--- src/rtl/addsub_serial_unit.sv ---
// Slice-serial add/subtract unit with optional signed saturation and Z/N/C/V flags.
// One SLICE-bit chunk of the carry chain is resolved per clock behind a valid/ready handshake.
module addsub_serial_unit #(
    parameter int WIDTH = 16,
    parameter int SLICE = 4
) (
    input  logic             clk_i,
    input  logic             rst_ni,
    input  logic             in_valid_i,
    output logic             in_ready_o,
    input  logic             op_i,
    input  logic             sat_i,
    input  logic [WIDTH-1:0] a_i,
    input  logic [WIDTH-1:0] b_i,
    output logic             out_valid_o,
    input  logic             out_ready_i,
    output logic [WIDTH-1:0] res_o,
    output logic             flag_z_o,
    output logic             flag_n_o,
    output logic             flag_c_o,
    output logic             flag_v_o
);

    localparam int NSLICE = WIDTH / SLICE;
    localparam int CW     = (NSLICE > 1) ? $clog2(NSLICE) : 1;
    localparam logic [CW-1:0]    LAST_SLICE = CW'(NSLICE - 1);
    localparam logic [WIDTH-1:0] SAT_MAX    = {1'b0, {(WIDTH-1){1'b1}}};
    localparam logic [WIDTH-1:0] SAT_MIN    = {1'b1, {(WIDTH-1){1'b0}}};

    typedef enum logic [1:0] {
        ST_IDLE = 2'd0,
        ST_CALC = 2'd1,
        ST_DONE = 2'd2
    } state_t;

    state_t           state_q;
    logic [CW-1:0]    cnt_q;
    logic [WIDTH-1:0] a_q;
    logic [WIDTH-1:0] b_q;
    logic             carry_q;
    logic             op_q;
    logic             sat_q;
    logic [WIDTH-1:0] res_q;
    logic             flag_z_q;
    logic             flag_n_q;
    logic             flag_c_q;
    logic             flag_v_q;
    logic             out_valid_q;
    logic             in_ready_q;

    logic [SLICE-1:0] a_slice;
    logic [SLICE-1:0] b_slice;
    logic [SLICE-1:0] sum_slice;
    logic             carry_d;
    logic [WIDTH-1:0] sum_d;
    logic [WIDTH-1:0] res_d;
    logic             flag_v_d;
    logic             flag_c_d;

    // b_q already holds ~b for subtraction, with the +1 entering as carry-in.
    always_comb begin
        a_slice  = a_q[int'(cnt_q)*SLICE +: SLICE];
        b_slice  = b_q[int'(cnt_q)*SLICE +: SLICE];
        {carry_d, sum_slice} = {1'b0, a_slice} + {1'b0, b_slice}
                               + {{SLICE{1'b0}}, carry_q};
        sum_d    = res_q;
        sum_d[int'(cnt_q)*SLICE +: SLICE] = sum_slice;
        flag_v_d = (a_q[WIDTH-1] == b_q[WIDTH-1]) && (sum_d[WIDTH-1] != a_q[WIDTH-1]);
        flag_c_d = op_q ? ~carry_d : carry_d;
        res_d    = sum_d;
        if (sat_q && flag_v_d) begin
            res_d = a_q[WIDTH-1] ? SAT_MIN : SAT_MAX;
        end
    end

    always_ff @(posedge clk_i) begin
        if (!rst_ni) begin
            state_q     <= ST_IDLE;
            cnt_q       <= '0;
            a_q         <= '0;
            b_q         <= '0;
            carry_q     <= 1'b0;
            op_q        <= 1'b0;
            sat_q       <= 1'b0;
            res_q       <= '0;
            flag_z_q    <= 1'b0;
            flag_n_q    <= 1'b0;
            flag_c_q    <= 1'b0;
            flag_v_q    <= 1'b0;
            out_valid_q <= 1'b0;
            in_ready_q  <= 1'b1;
        end else begin
            case (state_q)
                ST_IDLE: begin
                    if (in_valid_i && in_ready_q) begin
                        a_q        <= a_i;
                        b_q        <= op_i ? ~b_i : b_i;
                        op_q       <= op_i;
                        sat_q      <= sat_i;
                        carry_q    <= op_i;
                        cnt_q      <= '0;
                        in_ready_q <= 1'b0;
                        state_q    <= ST_CALC;
                    end
                end
                ST_CALC: begin
                    carry_q <= carry_d;
                    if (cnt_q == LAST_SLICE) begin
                        res_q       <= res_d;
                        flag_z_q    <= (res_d == '0);
                        flag_n_q    <= res_d[WIDTH-1];
                        flag_c_q    <= flag_c_d;
                        flag_v_q    <= flag_v_d;
                        out_valid_q <= 1'b1;
                        state_q     <= ST_DONE;
                    end else begin
                        res_q <= sum_d;
                        cnt_q <= cnt_q + CW'(1);
                    end
                end
                ST_DONE: begin
                    if (out_valid_q && out_ready_i) begin
                        out_valid_q <= 1'b0;
                        in_ready_q  <= 1'b1;
                        cnt_q       <= '0;
                        state_q     <= ST_IDLE;
                    end
                end
                default: begin
                    state_q     <= ST_IDLE;
                    out_valid_q <= 1'b0;
                    in_ready_q  <= 1'b1;
                end
            endcase
        end
    end

    assign in_ready_o  = in_ready_q;
    assign out_valid_o = out_valid_q;
    assign res_o       = res_q;
    assign flag_z_o    = flag_z_q;
    assign flag_n_o    = flag_n_q;
    assign flag_c_o    = flag_c_q;
    assign flag_v_o    = flag_v_q;

endmodule

--- config.mk ---
export PLATFORM = sky130hd
export DESIGN_NAME = addsub_serial_unit
export DESIGN_NICKNAME = d
export VERILOG_FILES = /design/src/rtl/addsub_serial_unit.sv
export SDC_FILE = /design/constraint.sdc
export NUM_CORES = 1
export LEC_CHECK = 0
export ABC_AREA = 0
export CAP_MARGIN = 5
export CORE_MARGIN = 3
export CORE_UTILIZATION = 25
export DETAILED_ROUTE_END_ITERATION = 7
export GPL_TIMING_DRIVEN = 0
export REMOVE_ABC_BUFFERS = 1
export SLEW_MARGIN = 15
export SYNTH_ARGS = -nofsm -noshare
export SYNTH_HDL_FRONTEND = slang
export SYNTH_SLANG_ARGS = --single-unit
--- constraint.sdc ---
create_clock -name clk_i -period 9.4 [get_ports clk_i]
set_clock_uncertainty 0.2 [all_clocks]
set_input_delay 0.94 -clock clk_i [delete_from_list [all_inputs] [get_ports clk_i]]
set_output_delay 0.94 -clock clk_i [all_outputs]
set_load 0.1 [all_outputs]
==> impl_metrics.json <==
{
  "grt_usage_pct": 11.98,
  "seq_area_frac_synth_pct": 36.75,
  "syn_avg_cell_area_um2": 8.699,
  "outcome": "finished clean",
  "drc_errors": 0,
  "leakagePower_nw": 1.482,
  "fin_cells": 607,
  "synth_common_cells": "nand2_1 (63), dfxtp_1 (61), a21oi_1 (39)",
  "hpwl_um": 6121,
  "slew_viol_final": 0,
  "async_reset_ff_share_pct": 0,
  "synth_top_area_share_pct": 36.75,
  "initial_core_util_pct": 25.91,
  "tns_ns": 0,
  "postLayoutCoreUtil_pct": 34.09,
  "drt_wl_total_um": 8513,
  "drtPass1Iterations": 4,
  "clk_path_buf_depth": 2,
  "ioPinCount": 60,
  "routed_via_density": 4.847,
  "cts_setup_buffers": 0,
  "ir_worst_vdd_uv": 101.0,
  "antenna_found_initial": 0,
  "port_buffers": 59,
  "worstSetupStartpointType": "flop",
  "hold_depth": 2,
  "max_slew.worst_pin.slew_ns": 0.9860,
  "synth.area.top_cells": "dfxtp_1 (37%), nand2_1 (7.1%), a21oi_1 (5.9%), mux4_2 (5.4%), xnor2_1 (4.5%)",
  "dr_total_vias": 2942,
  "cts_made_buffers": 9,
  "fp.dieW_um": 121.3,
  "rsz0062_at_grt": "false",
  "crit_arrival_ns": 3.97,
  "report.final.setup_viol": 0,
  "synthFlopType": "dfxtp_1",
  "slew-limit-headroom_pct": 34.06,
  "drtIter0Drc": 159,
  "holdWs_ns": 0.2527,
  "worst-setup-path-type": "flop to flop",
  "syn_area_mm2": 0.003323,
  "cp.required_ns": 9.46,
  "cts_sinks": 61,
  "setup_slack_ns": 5.488,
  "synth_top_cell_by_area": "dfxtp_1",
  "post-place-cells": 591,
  "r2r_end": "flag_z_o",
  "nets": 479,
  "synth-seq-cells": 61,
  "coreArea_mm2": 0.01282,
  "preCtsSetupSlack_ns": 5.495,
  "p_total_uw": 772.7,
  "powerDensity_mw_per_mm2": 176.8,
  "yosysMostFrequentCell": "nand2_1",
  "htreeDepth": 3,
  "rows": 41,
  "cp_max_fo": 18,
  "ys_types": 57,
  "fp.dieArea_mm2": 0.01471,
  "gr-total-overflow": 0,
  "grt_pass1_vias": 2971,
  "clk_latency_ns": 0.33,
  "grt_pass1_wl_um": 14200,
  "cts_tree": "yes",
  "fin_crit_ns": 3.912,
  "max_cap_violations": 0,
  "finalCritPeriodShare_pct": 41.61,
  "grt_max_degree": 51,
  "drive_above_1_share_pct": 7.816,
  "syn_inst": 382,
  "reg2reg_depth": 9,
  "fmax_mhz": 255.6,
  "r2r-start": "cnt_q[0]",
  "min_path_type": "flop to flop",
  "ys_warn_count": 0,
  "min_from": "a_q[12]",
  "rrSetupSlack_ns": 5.49,
  "min_delay_worst_endpoint": "a_q[12]",
  "root_buffer": "clkbuf_16",
  "die_h_um": 121.3,
  "synth_edf_count": 0,
  "cts.reportedPaths.clkPinSlew_ns": 0.05,
  "syn2layout_area_growth_pct": 31.55,
  "cts_hold_buffers": 0,
  "hold_viol_final": 0,
  "endpoint_kind": "flop",
  "n_antenna_cell": 0,
  "post_cts_resize_count": 0,
  "placed_area_mm2": 0.004048,
  "gp_congestion": 0.8129,
  "fin_area_mm2": 0.004372,
  "ant_nets": 0,
  "wire_per_inst_um": 14.02
}
## sequential cells by signal, indices dropped and copies added, names as in the netlist
signal	count
flag_n_o	1
carry_q	1
flag_z_o	1
sat_q	1
state_q	2
b_q	16
flag_c_o	1
res_o	16
cnt_q	2
a_q	16
in_ready_o	1
out_valid_o	1
flag_v_o	1
op_q	1
## logic make-up (layout without fill, tap and decap cells)
family | after synthesis | in the layout | share of synthesized area (%)
buffers and inverters | 43 | 96 | 5.346
XOR/XNOR | 18 | 18 | 4.744
flip-flops | 61 | 61 | 36.75
adder cells (fa/ha/maj) | 11 | 11 | 4.593
multiplexers | 9 | 9 | 5.760
AND/OR/NAND/NOR | 127 | 127 | 18.90
AO/OA/AOI/OAI | 113 | 113 | 23.91
## placed cells by master (no fill, tap or decap), types with 4 or more instances in the layout
master           instances
clkdlybuf4s50_1         59
clkbuf_16                9
a31o_1                  14
nor2_1                  28
nor3_1                   6
o21ai_0                  4
xnor2_1                 17
dfxtp_1                 61
a31oi_1                  4
ha_1                     9
inv_1                   18
o22ai_1                 12
a21oi_1                 39
mux4_2                   8
nand2_1                 63
a211oi_1                17
## how the worst max path moves through the flow
| stage | start | to | slack (ns) | cells past startpoint |
|---|---|---|---|---|
| global placement | rst_ni | res_o[14] | 5.24 | 4 |
| global route | cnt_q[0] | flag_z_o | 5.18 | 9 |
| detailed placement | cnt_q[0] | res_o[5] | 5.50 | 7 |
| CTS | cnt_q[0] | flag_z_o | 5.44 | 9 |
| finish | cnt_q[0] | flag_z_o | 5.49 | 9 |
| floorplan | cnt_q[0] | res_o[0] | 6.08 | 7 |
## power by group
group / switching [mW] / leakage, nW / total (mW) / internal, mW
registers: 0.0137 / 0.498 / 0.287 / 0.274
logic: 0.0701 / 0.827 / 0.125 / 0.0549
clock network: 0.126 / 0.158 / 0.360 / 0.235
## cell type report
class | instances | area, um^2
tap | 172 | 215.2
clock inverter | 6 | 95.09
fill | 1337 | 8453
inverter | 20 | 75.07
multi-input combinational | 278 | 1926
clock buffer | 10 | 229.0
sequential | 61 | 1221
timing repair buffer | 60 | 610.6
## per-layer routing
metal,track usage (%),vias to the layer above,part of all wire [%]
met2,19.52,71,47
met1,15.24,1382,46
li1,-,1477,-
met5,0,-,0
met4,4.202,0,1.5
met3,3.217,12,5.3
## critical path: stages (launching register included)
cell and delay (ns):
dfxtp_1 0.95, mux4_2 0.62, fa_1 0.44, inv_1 0.08, fa_1 0.20, xor2_1 0.50, a22oi_1 0.20, nor4_1 0.38
a31oi_1 0.14, o21ai_1 0.13
(Power assumes the default switching activity.)
==> patch 1 (same settings) <==
`WIDTH`: 16 -> 8.
--- a/src/rtl/addsub_serial_unit.sv
+++ b/src/rtl/addsub_serial_unit.sv
@@ -2,5 +2,5 @@
 // One SLICE-bit chunk of the carry chain is resolved per clock behind a valid/ready handshake.
 module addsub_serial_unit #(
-    parameter int WIDTH = 16,
+    parameter int WIDTH = 8,
     parameter int SLICE = 4
 ) (
Interface: changed (resized a_i, b_i and res_o); port bits go from 60 to 36. The function was not compared with the original's and may differ.
==> patch 1 against the unedited design <==
- wire length shrank 49%
- sequential cell count shrank 25
- cell area shrank 45%
- via count shrank 46%
- global-route usage shrank 1.5 points
- worst hold slack gained 0.0028 ns
- total power shrank 47%
- synthesized area shrank 43%
- worst setup slack gained 0.75 ns
==> patch 1: results (changes against the unedited design) <==
[place]
portBuffers = 35  ; was 59
dp_slack_ns = 6.22  ; was 5.50 ns
gp_congestion = 0.820  ; was 0.813
hpwlAfterDp_um = 3210  ; was 6120 µm
placed_cell_area_um2 = 2320  ; was 4050 µm²

[clock_tree]
clk_pin_slew_ns = 0.07  ; was 0.05 ns
cts_buffers = 5  ; was 9
h-tree-depth = 2  ; was 3
post_cts_buffers = 0  ; unchanged
root_buffer = clkbuf_8  ; was clkbuf_16
cts_repair_resize_count = 0  ; unchanged
cts_buffer_depth = 2  ; unchanged
insertion_delay_ns = 0.29  ; was 0.33 ns

[status]
status = completed  ; unchanged

[global_routing]
grt_usage = 0.104  ; was 0.120
grt_max_degree = 29  ; was 51
antenna_found_initial = 0  ; unchanged
grt_pass1_wl_um = 7220  ; was 14200 µm

[logic_synthesis]
ys_warn_count = 0  ; unchanged
yosys-top-cells-count = 39 x nand2_1, 36 x dfxtp_1, 26 x a21oi_1  ; was 63 x nand2_1, 61 x dfxtp_1, 39 x a21oi_1
netlist-cell-type-count = 51  ; was 57
synthFlopType = dfxtp_1  ; unchanged
synth_area_leaders = dfxtp_1 38%, nand2_1 7.7%, a21oi_1 6.8%, mux2_2 4.7%, xnor2_1 4.6%  ; was dfxtp_1 37%, nand2_1 7.1%, a21oi_1 5.9%, mux4_2 5.4%, xnor2_1 4.5%
yosysSeqAreaShare = 0.377  ; was 0.367
ys_async_sr_fraction = 0  ; unchanged

[min_path]
worstHoldPathType = register to register  ; unchanged

[routing]
drt-initial-drc-count = 82  ; was 159
wl_per_cell_um = 12.4  ; was 14.0 µm
dr.pass1.iters = 4  ; unchanged
dr_total_vias = 1588  ; was 2942

[power_and_ir_drop]
p_leak_nw = 0.834  ; was 1.48 nW
vdd_drop_max_uv = 80.7  ; was 101 µV

[worst_setup_path]
arrival_ns = 3.13  ; was 3.97 ns
cp_max_fo = 16  ; was 18

[layout]
num-nets-final = 275  ; was 479
drive_above_1_share = 0.141  ; was 0.0782
diodes = 0  ; unchanged

[sta]
maxSlewHeadroom = 0.350  ; was 0.341
setup_violations = 0  ; unchanged

==> patch 1: changes by cell type after synthesis, moves of 11 or more <==
cell	before	now
clkbuf_1	15	4
o22ai_1	12	0
dfxtp_1	61	36
nor2_1	28	15
a31o_1	14	0
inv_1	19	2
a21oi_1	39	26
nand2_1	63	39
==> patch 1: critical path: stages (launching register included) <==
cell     delay, ns
dfxtp_1       0.75
mux2_2        0.42
fa_1          0.47
fa_1          0.42
xnor2_1       0.39
o41ai_1       0.11
a41oi_1       0.20
o21ai_1       0.09
==> patch 1: final timing paths <==
kind	startpoint	to	slack, ns	cells after the start
max	cnt_q	res_o[2]	6.24	7
min	a_q[3]	a_q[3]	0.26	2
min reg2reg	a_q[3]	a_q[3]	0.26	2
max reg2reg	cnt_q	res_o[2]	6.24	7
==> patch 1: final cells by class <==
type                            count  area (µm²)
Sequential cell                    36         721
Multi-Input combinational cell    166        1110
Timing Repair Buffer               35         350
Clock inverter                      2        10.0
Tap cell                           99         124
Clock buffer                        6        82.6
Inverter                            4        15.0
Fill cell                         766        4910
==> patch 1: kinds of logic after synthesis <==
logic type,synth area share
and+or+nand+nor,0.214
AOI/OAI and AO/OA,0.231
DFF,0.377
buffers and inverters,0.0393
xor gates and xnor gates,0.0459
muxes,0.0524
adders and majority gates,0.0406
==> patch 1: metrics by stage <==
step | instances | power (mW) | util | hold slack [ns]
after floorplan | 206 | 0.269 | - | 0.233
after global placement | 340 | 0.303 | 0.317 | 0.243
after detailed placement | 340 | 0.304 | 0.317 | 0.248
after CTS | 348 | 0.418 | 0.330 | 0.257
after global routing | 348 | 0.436 | 0.330 | 0.273
final | 348 | 0.413 | 0.330 | 0.256
==> patch 1: layer usage <==
metal	part of all wire	track usage
met3	0.057	0.0298
met1	0.48	0.132
met4	0.016	0.0379
met2	0.45	0.169
met5	0	0
==> patch 1: report_power, final <==
| group | total (mW) | leakage (nW) | internal, mW | switching [mW] |
|---|---|---|---|---|
| Clock | 0.113 | 0.0510 | 0.0584 | 0.0542 |
| Combinational | 0.123 | 0.488 | 0.0472 | 0.0757 |
| Sequential | 0.177 | 0.294 | 0.165 | 0.0125 |
| Total | 0.413 | 0.834 | 0.270 | 0.142 |
==> patch 2 (config.mk and constraints unchanged) <==
Without the edit above. Put one more register stage on the output `flag_z_o`, without a reset. The value now appears one clock later. The other outputs are not delayed to match.
--- a/src/rtl/addsub_serial_unit.sv
+++ b/src/rtl/addsub_serial_unit.sv
@@ -139,5 +139,7 @@
     assign out_valid_o = out_valid_q;
     assign res_o       = res_q;
-    assign flag_z_o    = flag_z_q;
+    always_ff @(posedge clk_i) begin
+        flag_z_o <= flag_z_q;
+    end
     assign flag_n_o    = flag_n_q;
     assign flag_c_o    = flag_c_q;
Check against the original RTL: not equivalent (a bounded check fails within 10 cycles, from zero or initial values and one cycle with rst_ni low).
==> patch 2 against the unedited design <==
- synthesized area is 0.60% higher
- total power is 0.50% higher
- wire length increased by 1.0%
- largest power group unchanged
- first-iteration DRC count rose by 22%
- sequential cell count increased by 1
- cell count is 0.16% higher
- worst setup slack better by 0.012 ns
- cell area grew 0.89%
- critical path type unchanged
==> patch 2: results (changes against the unedited design) <==
[logic_synthesis]
synth_xor_area_frac = 0.0472  ; was 0.0474
ys_warn_count = 0  ; unchanged
synthMuxAreaShare = 0.0573  ; was 0.0576
synthCells = 383  ; was 382
synthFlopType = dfxtp_1  ; unchanged
synth_compound_area_frac = 0.238  ; was 0.239
yosys-top-cells-count = 63 x nand2_1, 62 x dfxtp_1, 39 x a21oi_1  ; was 63 x nand2_1, 61 x dfxtp_1, 39 x a21oi_1
yosys.area_share.adder = 0.0457  ; was 0.0459
ys_async_sr_fraction = 0  ; unchanged
synth_area_leaders = dfxtp_1 37%, nand2_1 7.1%, a21oi_1 5.8%, mux4_2 5.4%, xnor2_1 4.5%  ; was dfxtp_1 37%, nand2_1 7.1%, a21oi_1 5.9%, mux4_2 5.4%, xnor2_1 4.5%
yosysSeqAreaShare = 0.371  ; was 0.367

[clock_tree]
post_cts_buffers = 0  ; unchanged
cts_buffers = 9  ; unchanged
cts_repair_resize_count = 0  ; unchanged
insertion_delay_ns = 0.33  ; about the same
h-tree-depth = 3  ; unchanged
clk_pin_slew_ns = 0.05  ; about the same

[routing]
wl_per_cell_um = 14.1  ; was 14.0 µm
dr.pass1.iters = 5  ; was 4
dr_total_vias = 2968  ; was 2942
drt-initial-drc-count = 194  ; was 159

[worst_setup_path]
max_stage_delay_ns = 0.95  ; about the same
path_delay_family = compound AO/OA/AOI/OAI gates  ; was flip-flops
cp_max_fo = 18  ; unchanged
startpoint = cnt_q[0]  ; unchanged
reg2regPathDepth = 7  ; was 9
crit_end = res_o[2]  ; was flag_z_o

[power_and_ir_drop]
vdd_drop_max_uv = 91.0  ; was 101 µV
p_leak_nw = 1.49  ; was 1.48 nW
p_int_mw = 0.572  ; was 0.563 mW
pwr-share-seq = 0.376  ; was 0.372

[global_routing]
grt_pass1_wl_um = 14500  ; was 14200 µm
antenna_found_initial = 0  ; unchanged
met3_usage = 0.0376  ; was 0.0322
met1_usage = 0.152  ; about the same
grt_max_degree = 50  ; was 51
use_met2 = 0.201  ; was 0.195
grt_usage = 0.121  ; was 0.120

[min_path]
worstHoldPathType = register to register  ; unchanged
hold_depth = 0  ; was 2
hold_start = flag_z_q  ; was a_q[12]
hold_end = flag_z_o  ; was a_q[12]

[place]
gp_congestion = 0.811  ; was 0.813
dp_cells = 593  ; was 591
placed_cell_area_um2 = 4090  ; was 4050 µm²
hpwlAfterDp_um = 6230  ; was 6120 µm

[sta]
hold_ws_ns = 0.159  ; was 0.253 ns
fin_ws_ns = 5.50  ; was 5.49 ns
maxSlewHeadroom = 0.337  ; was 0.341

[status]
status = completed  ; unchanged

[layout]
layout.cells.non_filler = 608  ; was 607
num-nets-final = 481  ; was 479
drive_above_1_share = 0.0803  ; was 0.0782
diodes = 0  ; unchanged

-- patch 2: cell count changes after synthesis, sizes merged --
cell / unedited run / this run
dfxtp: 61 / 62
-- patch 2: cell type report --
| class | instances | area (µm²) |
|---|---|---|
| sequential | 62 | 1240 |
| fill | 1368 | 8410 |
| tap | 172 | 215 |
| multi-input combinational | 278 | 1930 |
| inverter | 20 | 75.1 |
| clock buffer | 10 | 239 |
| timing repair buffer | 61 | 631 |
| clock inverter | 5 | 83.8 |
-- patch 2: metal layers --
metal	up-vias	part of all wire
li1	1493	-
met1	1370	0.45
met2	94	0.48
met3	11	0.065
met4	0	0.010
met5	-	0
-- patch 2: power by group through the flow --
| stage | logic (mW) | registers (mW) | clock network (mW) |
|---|---|---|---|
| after floorplan | 0.0730 | 0.304 | 0 |
| after global placement | 0.122 | 0.297 | 0 |
| after detailed placement | 0.127 | 0.298 | 0 |
| after CTS | 0.127 | 0.292 | 0.363 |
| after global routing | 0.139 | 0.295 | 0.376 |
| final | 0.127 | 0.292 | 0.358 |
